$ cat config.mk
export PLATFORM = sky130hd
export DESIGN_NAME = wb_stage_reg
export DESIGN_NICKNAME = d
export VERILOG_FILES = /design/src/rtl/wb_stage_reg.sv
export SDC_FILE = /design/constraint.sdc
export NUM_CORES = 1
export LEC_CHECK = 0
export ABC_AREA = 1
export CAP_MARGIN = 40
export CELL_PAD_IN_SITES_DETAIL_PLACEMENT = 0
export CELL_PAD_IN_SITES_GLOBAL_PLACEMENT = 1
export CORE_ASPECT_RATIO = 2
export CORE_UTILIZATION = 32
export DETAILED_ROUTE_END_ITERATION = 12
export GPL_ROUTABILITY_DRIVEN = 0
export PLACE_DENSITY = 0.9
export SYNTH_ARGS = -nofsm -noshare
export SYNTH_HDL_FRONTEND = slang
export SYNTH_SLANG_ARGS = --single-unit
$ cat constraint.sdc
create_clock -name clk -period 1.9 [get_ports clk]
set_input_delay 0.38 -clock clk [delete_from_list [all_inputs] [get_ports clk]]
set_output_delay 0.38 -clock clk [all_outputs]
set_load 0.02 [all_outputs]
$ cat src/rtl/wb_stage_reg.sv
// MEM/WB pipeline register carrying NUM_CH write-back channels into the
// register-file write port. The stall vector selects load, hold or bubble
// for each bundle, and flush forces a bubble. Write enables are qualified
// on the way in: invalid slots, writes to register 0 and write-after-write
// losers within a bundle never reach the register file. A wrapping
// retired-instruction counter feeds the performance-counter unit.
module wb_stage_reg #(
    parameter int NUM_CH        = 2,
    parameter int DATA_W        = 32,
    parameter int ADDR_W        = 5,
    parameter int STALL_W       = 6,
    parameter int STAGE         = 4,
    parameter int CNT_W         = 32,
    parameter int ZERO_SUPPRESS = 1
) (
    input  logic                     clk,
    input  logic                     rst,
    input  logic [STALL_W-1:0]       stall,
    input  logic                     flush,
    input  logic [NUM_CH-1:0]        mem_valid_i,
    input  logic [NUM_CH-1:0]        mem_we_i,
    input  logic [NUM_CH*ADDR_W-1:0] mem_waddr_i,
    input  logic [NUM_CH*DATA_W-1:0] mem_wdata_i,
    input  logic                     cnt_clr,
    output logic [NUM_CH-1:0]        wb_valid_o,
    output logic [NUM_CH-1:0]        wb_we_o,
    output logic [NUM_CH*ADDR_W-1:0] wb_waddr_o,
    output logic [NUM_CH*DATA_W-1:0] wb_wdata_o,
    output logic [CNT_W-1:0]         retire_cnt_o
);

    typedef enum logic [1:0] {
        ACT_LOAD,
        ACT_BUBBLE,
        ACT_HOLD
    } action_e;

    action_e             action;
    logic [NUM_CH-1:0]   we_raw;
    logic [NUM_CH-1:0]   we_q;
    logic [CNT_W-1:0]    retire_inc;

    // Decide what this edge does to the stage: flush beats stall, and a
    // stalled stage whose consumer is moving must emit a bubble.
    always_comb begin
        // NOTE: every variable written here gets a default first, so no path leaves it unassigned and no latch is inferred.
        action = ACT_HOLD;
        if (flush) begin
            action = ACT_BUBBLE;
        end else if (stall[STAGE] && !stall[STAGE+1]) begin
            action = ACT_BUBBLE;
        end else if (!stall[STAGE]) begin
            action = ACT_LOAD;
        end
    end

    // Qualify write enables: valid slot, non-zero target, last writer wins.
    always_comb begin
        we_raw = mem_we_i & mem_valid_i;
        if (ZERO_SUPPRESS != 0) begin
            for (int k = 0; k < NUM_CH; k++) begin
                if (mem_waddr_i[k*ADDR_W +: ADDR_W] == '0) begin
                    we_raw[k] = 1'b0;
                end
            end
        end
        we_q = we_raw;
        for (int j = 0; j < NUM_CH; j++) begin
            for (int k = j + 1; k < NUM_CH; k++) begin
                if (we_raw[j] && we_raw[k] &&
                    mem_waddr_i[j*ADDR_W +: ADDR_W] == mem_waddr_i[k*ADDR_W +: ADDR_W]) begin
                    we_q[j] = 1'b0;
                end
            end
        end
    end

    // Count every real instruction in the bundle, squashed or not.
    always_comb begin
        retire_inc = '0;
        for (int k = 0; k < NUM_CH; k++) begin
            retire_inc = retire_inc + CNT_W'(mem_valid_i[k]);
        end
    end

    // Stage registers: load, bubble or hold the whole bundle.
    always_ff @(posedge clk or negedge rst) begin
        // NOTE: the stage registers are few flops, so all of them take the async reset and the write port sees clean zeros at power-up.
        if (!rst) begin
            wb_valid_o <= '0;
            wb_we_o    <= '0;
            wb_waddr_o <= '0;
            wb_wdata_o <= '0;
        end else begin
            // NOTE: sequential state uses non-blocking assignments so every register samples pre-edge values.
            case (action)
                ACT_LOAD: begin
                    wb_valid_o <= mem_valid_i;
                    wb_we_o    <= we_q;
                    wb_waddr_o <= mem_waddr_i;
                    wb_wdata_o <= mem_wdata_i;
                end
                ACT_BUBBLE: begin
                    wb_valid_o <= '0;
                    wb_we_o    <= '0;
                    wb_waddr_o <= '0;
                    wb_wdata_o <= '0;
                end
                default: begin
                    wb_valid_o <= wb_valid_o;
                    wb_we_o    <= wb_we_o;
                    wb_waddr_o <= wb_waddr_o;
                    wb_wdata_o <= wb_wdata_o;
                end
            endcase
        end
    end

    // Retire counter: clear overrides, otherwise accumulate on load edges and wrap.
    always_ff @(posedge clk or negedge rst) begin
        if (!rst) begin
            retire_cnt_o <= '0;
        end else if (cnt_clr) begin
            retire_cnt_o <= '0;
        end else if (action == ACT_LOAD) begin
            retire_cnt_o <= retire_cnt_o + retire_inc;
        end
    end

endmodule
=== After elaboration in Yosys (flattened, before gate mapping) ===
Cells that the tools add are included.

* Register bits: 110
* Input bits: 88
* Output and inout port bits: 110
* Word-level logic and storage cells: 31

* $add $sub $neg: 2
* Eq/ne operators: 2
* Muxes and demuxes: 12
* Bitwise operators: 1
* Reduce and logical (&&, ||, !) cells: 9

{| class="wikitable"
|+ Operators by type and width
! kind !! number
|-
| 64-bit one-hot mux with 2 select lines || 1
|-
| 32-bit two-way mux || 2
|-
| 32-bit by 2-bit adder with 32-bit output || 1
|-
| 10-bit one-hot mux with 2 select lines || 1
|-
| 5-bit zero test || 2
|-
| 2-bit one-hot mux with 2 select lines || 2
|-
| 2-bit two-way mux || 3
|-
| 5-bit equality test || 1
|-
| 2-bit nonzero test || 2
|-
| 1-bit logical AND || 3
|-
| 1-bit two-way mux || 3
|-
| 1-bit by 1-bit adder with 2-bit output || 1
|-
| 2-bit AND || 1
|-
| 2-bit by 1-bit equality test with 1-bit output (second input constant) || 1
|-
| 2-bit zero test || 1
|-
| 1-bit zero test || 1
|}

=== Depth between registers and ports, before layout ===
Gate-level depths: netlist of the first run.

* Depth in word-level cells: 7
* Mapped depth: 10
* Gate-level depth less buffers: 10

=== Worst setup path before layout of the first run ===
No wires, ideal clock.

* Kind: flip-flop to flip-flop
* From: register retire_cnt_o[0]
* To: register retire_cnt_o[6]
* Library setup time: 0.138 ns
* Arrival: 1.579 ns
* Required time: 1.762 ns
* Path slack: 0.183 ns
* Stages on the path, launching flop included: 9
* Path buffers: 0
* Period minus slack after synthesis: 1.717 ns
* Cell sequence: dfrtp_1 -> fa_1 -> ha_1 -> nand3_2 -> nor2_4 -> nand2_4 -> inv_1 -> o21ai_0 -> a21oi_1

* Word-level cells in the longest chain between the ends: 3

{| class="wikitable"
|+ Ends and longest elaborated chain
! item !! RTL line !! text
|-
| start: declaration || 29 || <nowiki>output logic [CNT_W-1:0] retire_cnt_o</nowiki>
|-
| start signal: assignment || 126 || <nowiki>retire_cnt_o <= retire_cnt_o + retire_inc;</nowiki>
|-
| 32-bit by 2-bit adder with 32-bit output || 126 ||
|-
| 32-bit two-way mux || 125 || <nowiki>end else if (action == ACT_LOAD) begin</nowiki>
|-
| 32-bit two-way mux || 123 || <nowiki>end else if (cnt_clr) begin</nowiki>
|}

Every way passes these cells. The select of a mux whose other input is x is not followed.
A chain may end at the register's enable or synchronous reset.

=== Worst setup path in the final report of the first run ===
* From: register retire_cnt_o[16]
* To: output retire_cnt_o[16]

No word-level cell between the ends.

==> summary.md, run 1 <==
| Metric | Value |
|---|---|
| DR top layer | met4 |
| Ys Warns | 0 |
| Row cnt | 63 |
| First-pass GRT wire length | 23.7 mm |
| Largest net degree at the start of global routing | 111 |
| FILL cells | 1,385 |
| Maxcap violations | 0 |
| Reg clk slew, reported paths | 0.08 ns |
| Power per standard cell area | 683 nW/um^2 |
| Root Buffer | clkbuf_16 |
| Cell count after synthesis | 486 |
| DRT met1 WL | 4.93 mm |
| Placed cells | 870 |
| # diodes | 0 |
| Overflow after GRT | 0 |
| CP Data Arrival Time | 1.47 ns |
| Max Slew Vio Count | 0 |
| Post-DP HPWL | 11.1 mm |
| DR vias | 4,351 |
| Worst path cell trace | clkdlybuf4s50_1 |
| Post-DP Area | 7090 um^2 |
| Sum Neg Setup Slack | 0 ns |
| Non-filler cells, final | 887 |
| Min-delay worst type | input port to async pin |
| Starting density of the core | 32.6% |
| Slew headroom | 56.4% |
| CTS max path bufs | 2 |
| Clock sink count | 110 |
| Fin worst setup slack | 0.0477 ns |
| Area delta synth->final | 53.2% |
| Die Footprint | 15,600 um^2 |
| RSZ-0062 raised after global routing | false |
| Final Hold Vio Count | 0 |
| TritonCTS Buffers | 9 |
| Met3 routed WL | 672 um |
| Worst IR Drop VDD | 0.435 mV |
| Pleak | 3.46 nW |
| Final period util | 97.5% |
| Setup crit end kind | output port |
| Metal2 WL | 8.44 mm |
| Worst Tran Pin Value | 0.655 ns |
| DR iter-0 viols | 172 |
| Outcome | finished, final reports clean |
| Worst Setup Start Kind | flip-flop |
| Pre-CTS WS | -0.412 ns |
| Sequential fraction of the synthesis area | 57.0% |
| Pre-antenna DRT Iters | 4 |
| Tmin final | 1.85 ns |
| Required @ worst endpoint | 1.52 ns |
| Core area | 14,800 um^2 |
| Mapped Area | 4830 um^2 |
| Slowest stage cell, crit path | clkdlybuf4s50_1 |
| Crit path kind | flip-flop to output port |
| FF+latch count, synth | 110 |
| WL per Instance | 16.6 um |
| Port bufs | 193 |
| Max incr delay on CP | 0.64 ns |
| CTS tree | done |
| Final Setup Violations | 0 |
| F_max | 540 MHz |
| Vias/cell | 4.91 |
| Fin util | 50.0% |
| CTS HTree Levels | 3 |
| Worst-path maximum fanout | 6 |
| Post-route DRC | 0 |
| Commonest non-fill, non-tap cells in the layout | clkdlybuf4s50_1, dfrtp_1, nand2_1, a22o_1, nor2_1 |
| ANT nets after route | 0 |
| Share of layout cells above drive strength 1 | 9.39% |
| Syn_nets | 576 |
| I/O pins | 198 |
| CP Buf/Inv Count | 1 |
| Clock Skew | 0.00460 ns |
| Hold buffer count at cts | 0 |
| Avg Cell Area, Syn | 9.94 um^2 |
| Initial antenna violation count | 0 |
| Die width | 88.9 um |
| Die Ht | 176 um |
| Commonest non-fill, non-tap cell in the layout | clkdlybuf4s50_1 |
| Final WL | 14.7 mm |
| Clk Latency, worst-skew pair | 0.35 ns |
| Netlist cell types | 28 |
| Vias in the first global route | 4,563 |
| Delay-heaviest family, CP | buffers and inverters |
| GRT Overall Usage | 20.4% |
| Fin area | 7400 um^2 |
| Final-stage net count | 777 |
[area by class of cell]
| type | count | area, um^2 | area share [%] |
|---|---|---|---|
| Timing Repair Buffer | 209 | 2110 | 28.5 |
| Multi-Input combinational cell | 316 | 1850 | 25.0 |
| Clock inverter | 7 | 66.3 | 0.896 |
| Inverter | 41 | 154 | 2.08 |
| Tap cell | 195 | 244 | 3.30 |
| Clock buffer | 9 | 225 | 3.04 |
| Sequential cell | 110 | 2750 | 37.2 |
[timing repair]
action | CTS | global route
pin swaps | 1 | 1
hold endpoints to repair | 0 | 0
resized for setup | 4 | 8
endpoints found under the setup margin | 8 | 19
cloned | 0 | 0
buffers inserted | 1 | 0
[worst paths after layout]
kind / startpoint / to / slack, ns / cells after the start
setup / recovery: retire_cnt_o[16] / retire_cnt_o[16] / 0.05 / 1
hold / removal: rst / retire_cnt_o[19] / 0.04 / 2
setup reg to reg: retire_cnt_o[0] / retire_cnt_o[18] / 0.24 / 10
hold reg to reg: wb_we_o[0] / wb_we_o[0] / 0.49 / 2
max in group asynchronous: rst / wb_wdata_o[37] / 1.32 / 2
min in group clk: mem_valid_i[1] / wb_valid_o[1] / 0.46 / 3
[per-layer routing]
layer | vias to the layer above | GRT usage [%]
li1 | 2045 | -
met1 | 2099 | 20.9
met2 | 168 | 37.5
met3 | 39 | 3.85
met4 | 0 | 11.0
met5 | - | 0
[stage by stage]
step	power [mW]	hold slack [ns]
floorplan	2.77	0.0844
global route	5.27	0.147
global placement	3.22	0.467
finish	5.06	0.0363
CTS	5.12	0.111
detailed placement	3.24	0.471
[cells by family (layout without fill, tap and decap cells)]
kind of cell / Yosys count / in the layout / synth area share, %
AOI/OAI and AO/OA: 110 / 110 / 16.8
xor gates and xnor gates: 2 / 2 / 0.363
adders and majority gates: 2 / 2 / 0.673
buffers and inverters: 60 / 266 / 4.89
DFF: 110 / 110 / 57.0
and+or+nand+nor: 202 / 202 / 20.3
[worst reg2reg max path, cell delays in order, from the launching register on]
cell	delay (ns)
dfrtp_1	0.40
fa_2	0.23
ha_2	0.21
nand3_2	0.10
nor2_4	0.16
nand2_4	0.10
nor2_8	0.15
nand2_2	0.08
nand2_1	0.06
nand2_1	0.05
nor2_1	0.08
[state kept, by name, summed over array words and instances (netlist names)]
name,flops
wb_valid_o,2
wb_waddr_o,10
wb_wdata_o,64
wb_we_o,2
retire_cnt_o,32
[synth_stat cells (all sizes together)]
cell type	n	area, um^2
xor2	2	17.5
nand4	7	43.8
nor2	69	358
o31ai	1	7.51
buf	8	41.3
nand2	98	423
inv	41	154
clkbuf	11	41.3
ha	1	12.5
o21ai	20	100
a31oi	2	12.5
nand3	21	120
a22o	68	596
dfrtp	110	2750
fa	1	20.0
and3	2	12.5
nor3	5	25.0
a21oi	19	95.1
[power breakdown]
part | total, mW | leakage [nW] | internal [mW] | switching, mW
clock | 1.86 | 0.143 | 0.928 | 0.934
combinational | 0.722 | 1.83 | 0.384 | 0.338
sequential | 2.47 | 1.49 | 2.42 | 0.0532
(Power assumes the default switching activity.)
==> run 2: changes to the inputs <==
--- a/config.mk
+++ b/config.mk
@@ -11,9 +11,11 @@
 export CELL_PAD_IN_SITES_GLOBAL_PLACEMENT = 1
 export CORE_ASPECT_RATIO = 2
 export CORE_UTILIZATION = 32
+export CTS_CLUSTER_SIZE = 25
 export DETAILED_ROUTE_END_ITERATION = 12
 export GPL_ROUTABILITY_DRIVEN = 0
 export PLACE_DENSITY = 0.9
+export REMOVE_ABC_BUFFERS = 1
 export SYNTH_ARGS = -nofsm -noshare
 export SYNTH_HDL_FRONTEND = slang
 export SYNTH_SLANG_ARGS = --single-unit
==> run 2 against run 1 <==
Critical path type unchanged; first-iteration DRC count is 20% lower; clock skew increased by 0.0056 ns; global-route usage fell by 0.98 points; maximum frequency grew 0.37%; core utilization up 0.89 points; die area stayed put; routed wire length up 1.8%; register-to-register slack got worse by 0.09 ns; power up 2.5%; worst setup slack better by 0.0068 ns; largest cell class unchanged.
==> summary.md, run 2 (synthesized netlist as in run 1, its figures left out) <==
| Metric | Value |
|---|---|
| Vias in the first global route | 4,555 (was 4,563) |
| Final period util | 97.1% (was 97.5%) |
| Pre-CTS WS | -0.351 ns (was -0.412 ns) |
| Row cnt | 63 (unchanged) |
| Port bufs | 193 (unchanged) |
| CTS tree | done (unchanged) |
| Final Hold Vio Count | 0 (unchanged) |
| Tmin final | 1.85 ns (about the same) |
| Worst Tran Pin Value | 0.369 ns (was 0.655 ns) |
| Starting density of the core | 32.6% (unchanged) |
| Initial antenna violation count | 0 (unchanged) |
| GRT Overall Usage | 19.4% (was 20.4%) |
| Root Buffer | clkbuf_16 (unchanged) |
| Slowest stage cell, crit path | clkdlybuf4s50_1 (unchanged) |
| Max incr delay on CP | 0.65 ns (was 0.64 ns) |
| Biggest regs | wb_wdata_o: 64 flops, retire_cnt_o: 32 flops, wb_waddr_o: 10 flops (unchanged) |
| Fin util | 50.9% (was 50.0%) |
| Delay-heaviest family, CP | buffers and inverters (unchanged) |
| CTS HTree Levels | 3 (unchanged) |
| DR iter-0 viols | 138 (was 172) |
| Die Ht | 176 um (unchanged) |
| Final Setup Violations | 0 (unchanged) |
| Setup crit end kind | output port (unchanged) |
| Post-DP HPWL | 11.2 mm (was 11.1 mm) |
| FILL cells | 1,367 (was 1,385) |
| Slew headroom | 75.2% (was 56.4%) |
| Final-stage net count | 783 (was 777) |
| Pleak | 3.51 nW (was 3.46 nW) |
| RSZ-0062 raised after global routing | true (was false) |
| TritonCTS Buffers | 9 (unchanged) |
| Vias/cell | 4.90 (was 4.91) |
| Power per standard cell area | 688 nW/um^2 (was 683 nW/um^2) |
| Worst Setup Start Kind | flip-flop (unchanged) |
| Max Slew Vio Count | 0 (unchanged) |
| Post-route DRC | 0 (unchanged) |
| Final WL | 15.0 mm (was 14.7 mm) |
| Overflow after GRT | 0 (unchanged) |
| Clock sink count | 110 (unchanged) |
| Most flops, register | wb_wdata_o (unchanged) |
| # diodes | 0 (unchanged) |
| F_max | 542 MHz (was 540 MHz) |
| First-pass GRT wire length | 22.9 mm (was 23.7 mm) |
| Area delta synth->final | 56.0% (was 53.2%) |
| I/O pins | 198 (unchanged) |
| Crit path kind | flip-flop to output port (unchanged) |
| Clk Latency, worst-skew pair | 0.36 ns (was 0.35 ns) |
| Min-delay worst type | input port to async pin (unchanged) |
| Share of layout cells above drive strength 1 | 10.3% (was 9.39%) |
| Required @ worst endpoint | 1.52 ns (about the same) |
| Fin worst setup slack | 0.0545 ns (was 0.0477 ns) |
| ANT nets after route | 0 (unchanged) |
| Max reg flops | 64 (unchanged) |
| Commonest non-fill, non-tap cells in the layout | clkdlybuf4s50_1, dfrtp_1, nand2_1, a22o_1, nor2_1 (unchanged) |
| CP Data Arrival Time | 1.47 ns (about the same) |
| Maxcap violations | 0 (unchanged) |
| Register area | 2750 um^2 (unchanged) |
| DR vias | 4,378 (was 4,351) |
| Placed cells | 875 (was 870) |
| Reg clk slew, reported paths | 0.08 ns (about the same) |
| WL per Instance | 16.8 um (was 16.6 um) |
| Die Footprint | 15,600 um^2 (unchanged) |
| Commonest non-fill, non-tap cell in the layout | clkdlybuf4s50_1 (unchanged) |
| Final Power | 5.19 mW (was 5.06 mW) |
| Clock Skew | 0.0102 ns (was 0.00460 ns) |
| Worst IR Drop VDD | 0.429 mV (was 0.435 mV) |
| CP Buf/Inv Count | 1 (unchanged) |
| Worst-path maximum fanout | 5 (was 6) |
| Largest net degree at the start of global routing | 79 (was 111) |
| Outcome | finished, final reports clean (unchanged) |
| Non-filler cells, final | 893 (was 887) |
| Pre-antenna DRT Iters | 4 (unchanged) |
| CTS max path bufs | 2 (unchanged) |
| Worst path cell trace | clkdlybuf4s50_1 (unchanged) |
| Die width | 88.9 um (unchanged) |
| Core area | 14,800 um^2 (unchanged) |
| Multi-input logic area | 1880 um^2 (was 1850 um^2) |
## run 2: cell count changes in the layout (fill, tap and decap cells not counted), moves of 2 or more
cell             before  now
inv_8                 4    1
clkdlybuf4s50_1     182  185
dlygate4sd2_1         4    0
buf_12                4    7
buf_4                13   15
## run 2: area by class of cell
type,count,area share [%]
sequential,110,36.5
timing repair buffer,215,29.2
multi-input combinational,316,24.9
tap,195,3.24
clock buffer,10,3.17
inverter,41,2.04
clock inverter,6,0.930
## run 2: metal layers
metal / track usage, % / vias to the layer above / part of all wire (%)
met2: 35.7 / 169 / 54
met1: 20.3 / 2124 / 37
met5: 0 / - / 0
li1: - / 2056 / -
met3: 4.65 / 29 / 6.5
met4: 8.27 / 0 / 3.2
## run 2: final timing paths
kind                             startpoint          endpoint  slack, ns  depth (start not counted)
min                                     rst     wb_wdata_o[4]       0.45                          2
min in group clk             mem_valid_i[1]     wb_valid_o[1]       0.47                          3
max in group asynchronous               rst  retire_cnt_o[15]       0.85                          3
max                        retire_cnt_o[12]  retire_cnt_o[12]       0.05                          1
max reg2reg                 retire_cnt_o[0]  retire_cnt_o[24]       0.15                          9
min reg2reg                      wb_we_o[0]        wb_we_o[0]       0.49                          2
## run 2: what timing repair did
item	CTS	global route
hold buffers	1	0
resized for setup	0	13
hold endpoints to repair	18	0
setup endpoints to repair	0	21
setup buffers	0	1
## run 2: power by group
part	total [mW]	switching (mW)	internal, mW	leakage, nW
Combinational	0.755	0.350	0.405	1.87
Clock	1.96	0.893	1.07	0.147
Sequential	2.47	0.0488	2.42	1.49
Total	5.19	1.29	3.89	3.51
## run 2: through the flow
| step | hold slack (ns) | instance area [um^2] | TNS [ns] |
|---|---|---|---|
| floorplan | 0.0844 | 4750 | -19.02 |
| global placement | 0.289 | 7170 | -7.54 |
| detailed placement | 0.293 | 7170 | -8.29 |
| CTS | 0.450 | 7480 | 0 |
| global route | 0.502 | 7540 | -0.0133 |
| finish | 0.453 | 7540 | 0 |
==> run 3: changes to the inputs <==
--- a/config.mk
+++ b/config.mk
@@ -10,10 +10,10 @@
 export CELL_PAD_IN_SITES_DETAIL_PLACEMENT = 0
 export CELL_PAD_IN_SITES_GLOBAL_PLACEMENT = 1
 export CORE_ASPECT_RATIO = 2
+export CORE_MARGIN = 2
 export CORE_UTILIZATION = 32
 export CTS_CLUSTER_SIZE = 25
 export DETAILED_ROUTE_END_ITERATION = 12
-export GPL_ROUTABILITY_DRIVEN = 0
 export PLACE_DENSITY = 0.9
 export REMOVE_ABC_BUFFERS = 1
 export SYNTH_ARGS = -nofsm -noshare
==> constraint.sdc (replaced) <==
create_clock -name clk -period 1.85 [get_ports clk]
set_input_delay 0.37 -clock clk [delete_from_list [all_inputs] [get_ports clk]]
set_output_delay 0.37 -clock clk [all_outputs]
set_load 0.02 [all_outputs]
==> run 3 against run 2 <==
Clock power is 7% lower; critical endpoint is now retire_cnt_o[4]; core utilization hardly changed; largest power group unchanged; clock skew is 0.00093 ns lower; sequential power is 2% higher; routed wire length is 2.1% higher.
==> summary.md, run 3 (synthesized netlist as in run 1, its figures left out) <==
| Metric | Value |
|---|---|
| Row cnt | 63 (unchanged) |
| Int Power | 3.83 mW (was 3.89 mW) |
| Vias/cell | 4.88 (was 4.90) |
| Switching pwr | 1.30 mW (was 1.29 mW) |
| DR iter-0 viols | 107 (was 138) |
| Area delta synth->final | 55.9% (was 56.0%) |
| Overflow after GRT | 0 (unchanged) |
| Worst Tran Pin Value | 0.387 ns (was 0.369 ns) |
| Hold slack final | 0.446 ns (was 0.453 ns) |
| Root Buffer | clkbuf_16 (unchanged) |
| Commonest non-fill, non-tap cell in the layout | clkdlybuf4s50_1 (unchanged) |
| Switching part of the total | 25.4% (was 24.9%) |
| Clock sink count | 110 (unchanged) |
| Sum Neg Setup Slack | 0 ns (unchanged) |
| Met3 Usage GRT | 3.99% (was 4.65%) |
| Fin worst setup slack | 0.0377 ns (was 0.0545 ns) |
| Clk Latency, worst-skew pair | 0.35 ns (was 0.36 ns) |
| Max Slew Vio Count | 0 (unchanged) |
| CTS HTree Levels | 3 (unchanged) |
| Power per standard cell area | 682 nW/um^2 (was 688 nW/um^2) |
| Share of layout cells above drive strength 1 | 10.5% (was 10.3%) |
| Final Hold Vio Count | 0 (unchanged) |
| Final Setup Violations | 0 (unchanged) |
| # diodes | 0 (unchanged) |
| Slowest stage cell, crit path | clkdlybuf4s50_1 (unchanged) |
| Max incr delay on CP | 0.67 ns (was 0.65 ns) |
| I/O pins | 198 (unchanged) |
| First-pass GRT wire length | 24.1 mm (was 22.9 mm) |
| Die width | 90.9 um (was 88.9 um) |
| Post-DP Area | 7180 um^2 (was 7170 um^2) |
| Maxcap violations | 0 (unchanged) |
| Outcome | finished, final reports clean (unchanged) |
| Internal reg-to-reg setup slack | 0.12 ns (was 0.15 ns) |
| CP Data Arrival Time | 1.44 ns (was 1.47 ns) |
| Worst r2r src | retire_cnt_o[0] (unchanged) |
| Worst IR Drop VDD | 0.436 mV (was 0.429 mV) |
| Clock Skew | 0.00931 ns (was 0.0102 ns) |
| Port bufs | 193 (unchanged) |
| Setup crit end kind | output port (unchanged) |
| CTS max path bufs | 2 (unchanged) |
| Placer congestion estimate | 0.842 |
| Commonest non-fill, non-tap cells in the layout | clkdlybuf4s50_1, dfrtp_1, nand2_1, a22o_1, nor2_1 (unchanged) |
| Biggest regs | wb_wdata_o: 64 flops, retire_cnt_o: 32 flops, wb_waddr_o: 10 flops (unchanged) |
| Final-stage net count | 788 (was 783) |
| Post-DP HPWL | 11.5 mm (was 11.2 mm) |
| CP Buf/Inv Count | 1 (unchanged) |
| Delay-heaviest family, CP | buffers and inverters (unchanged) |
| Comb pwr share | 15.1% (was 14.6%) |
| Slew headroom | 74.2% (was 75.2%) |
| ANT nets after route | 0 (unchanged) |
| Pleak | 3.56 nW (was 3.51 nW) |
| Pre-antenna DRT Iters | 5 (was 4) |
| Worst-path maximum fanout | 5 (unchanged) |
| Vias in the first global route | 4,561 (was 4,555) |
| F_max | 552 MHz |
| Worst Setup Start Kind | flip-flop (unchanged) |
| Most flops, register | wb_wdata_o (unchanged) |
| Pre-CTS WS | -0.382 ns (was -0.351 ns) |
| Setup crit start | retire_cnt_o[4] (was retire_cnt_o[12]) |
| Largest net degree at the start of global routing | 46 (was 79) |
| Post-route DRC | 0 (unchanged) |
| Flop pwr share | 49.4% (was 47.6%) |
| Worst path cell trace | clkdlybuf4s50_1 (unchanged) |
| Crit path kind | flip-flop to output port (unchanged) |
| Max reg flops | 64 (unchanged) |
| Clock Power Share | 35.5% (was 37.8%) |
| Starting density of the core | 32.6% (unchanged) |
| Min-delay worst type | input port to async pin (unchanged) |
| Final period util | 98.0% |
| R2R cell count | 9 (unchanged) |
| Initial antenna violation count | 0 (unchanged) |
| RSZ-0062 raised after global routing | false (was true) |
| WP depth | 1 (unchanged) |
| Core area | 14,800 um^2 (unchanged) |
| Met1 Track Usage GR | 21.3% (was 20.3%) |
| Tmin final | 1.81 ns |
| GR Util met2 | 35.6% (was 35.7%) |
| Reg clk slew, reported paths | 0.07 ns (was 0.08 ns) |
| GRT Overall Usage | 19.0% (was 19.4%) |
| Fin area | 7530 um^2 (was 7540 um^2) |
| Fin util | 50.8% (was 50.9%) |
| DR vias | 4,379 (was 4,378) |
| WL per Instance | 17.0 um (was 16.8 um) |
| Worst R2R End | retire_cnt_o[13] (was retire_cnt_o[24]) |
| CTS tree | done (unchanged) |
| Required @ worst endpoint | 1.48 ns (was 1.52 ns) |
| Layer with the highest usage | met2 (unchanged) |
| Last element of the critical path | retire_cnt_o[4] (was retire_cnt_o[12]) |
| Die Footprint | 16,200 um^2 (was 15,600 um^2) |
| Die Ht | 178 um (was 176 um) |
| TritonCTS Buffers | 9 (unchanged) |
| Final WL | 15.3 mm (was 15.0 mm) |
run 3: cell types whose count changed in the layout (fill, tap and decap cells not counted), moves of 2 or more:
cell / before / now
clkdlybuf4s50_1: 185 / 177
buf_4: 15 / 19
nand3_2: 4 / 2
dlygate4sd2_1: 0 / 8
inv_6: 0 / 4
run 3: final cells by class:
class	count	area, um^2
Fill cell	1381	7290
Tap cell	195	244
Sequential cell	110	2750
Inverter	41	154
Clock buffer	9	225
Multi-Input combinational cell	316	1870
Clock inverter	6	51.3
Timing Repair Buffer	220	2230
run 3: how the worst min path moves through the flow:
| stage | from | endpoint | slack [ns] | depth (start not counted) |
|---|---|---|---|---|
| 2_1_floorplan | rst | retire_cnt_o[0] | 0.07 | 0 |
| 3_3_place_gp | rst | wb_wdata_o[23] | 0.28 | 1 |
| 3_5_place_dp | rst | wb_wdata_o[23] | 0.29 | 1 |
| 4_1_cts | rst | wb_wdata_o[23] | 0.45 | 2 |
| 5_1_grt | rst | wb_wdata_o[36] | 0.46 | 2 |
| 6_report | rst | wb_wdata_o[36] | 0.45 | 2 |
run 3: through the flow:
step	instances	total power, mW
finish	897	5.14
floorplan	467	2.83
CTS	893	5.20
detailed placement	877	3.36
global placement	877	3.34
global route	897	5.35
run 3: layer usage:
metal,wire (um),vias to the layer above
li1,-,2072
met1,5790,2138
met2,8460,154
met3,769,15
met4,272,0
met5,0,-
run 3: power groups by stage:
| stage | registers [mW] | clock network [mW] | logic, mW |
|---|---|---|---|
| finish | 2.53 | 1.82 | 0.778 |
| global route | 2.54 | 1.97 | 0.833 |
| CTS | 2.53 | 1.88 | 0.789 |
| detailed placement | 2.58 | 0 | 0.780 |
| global placement | 2.58 | 0 | 0.766 |
| floorplan | 2.68 | 0 | 0.149 |
run 3: timing repair:
item,4_1_cts,5_1_grt
pin swaps,2,6
hold buffers,1,0
gates resized for setup,11,11
buffers inserted,0,4
setup endpoints to repair,13,21
hold endpoints to repair,18,0
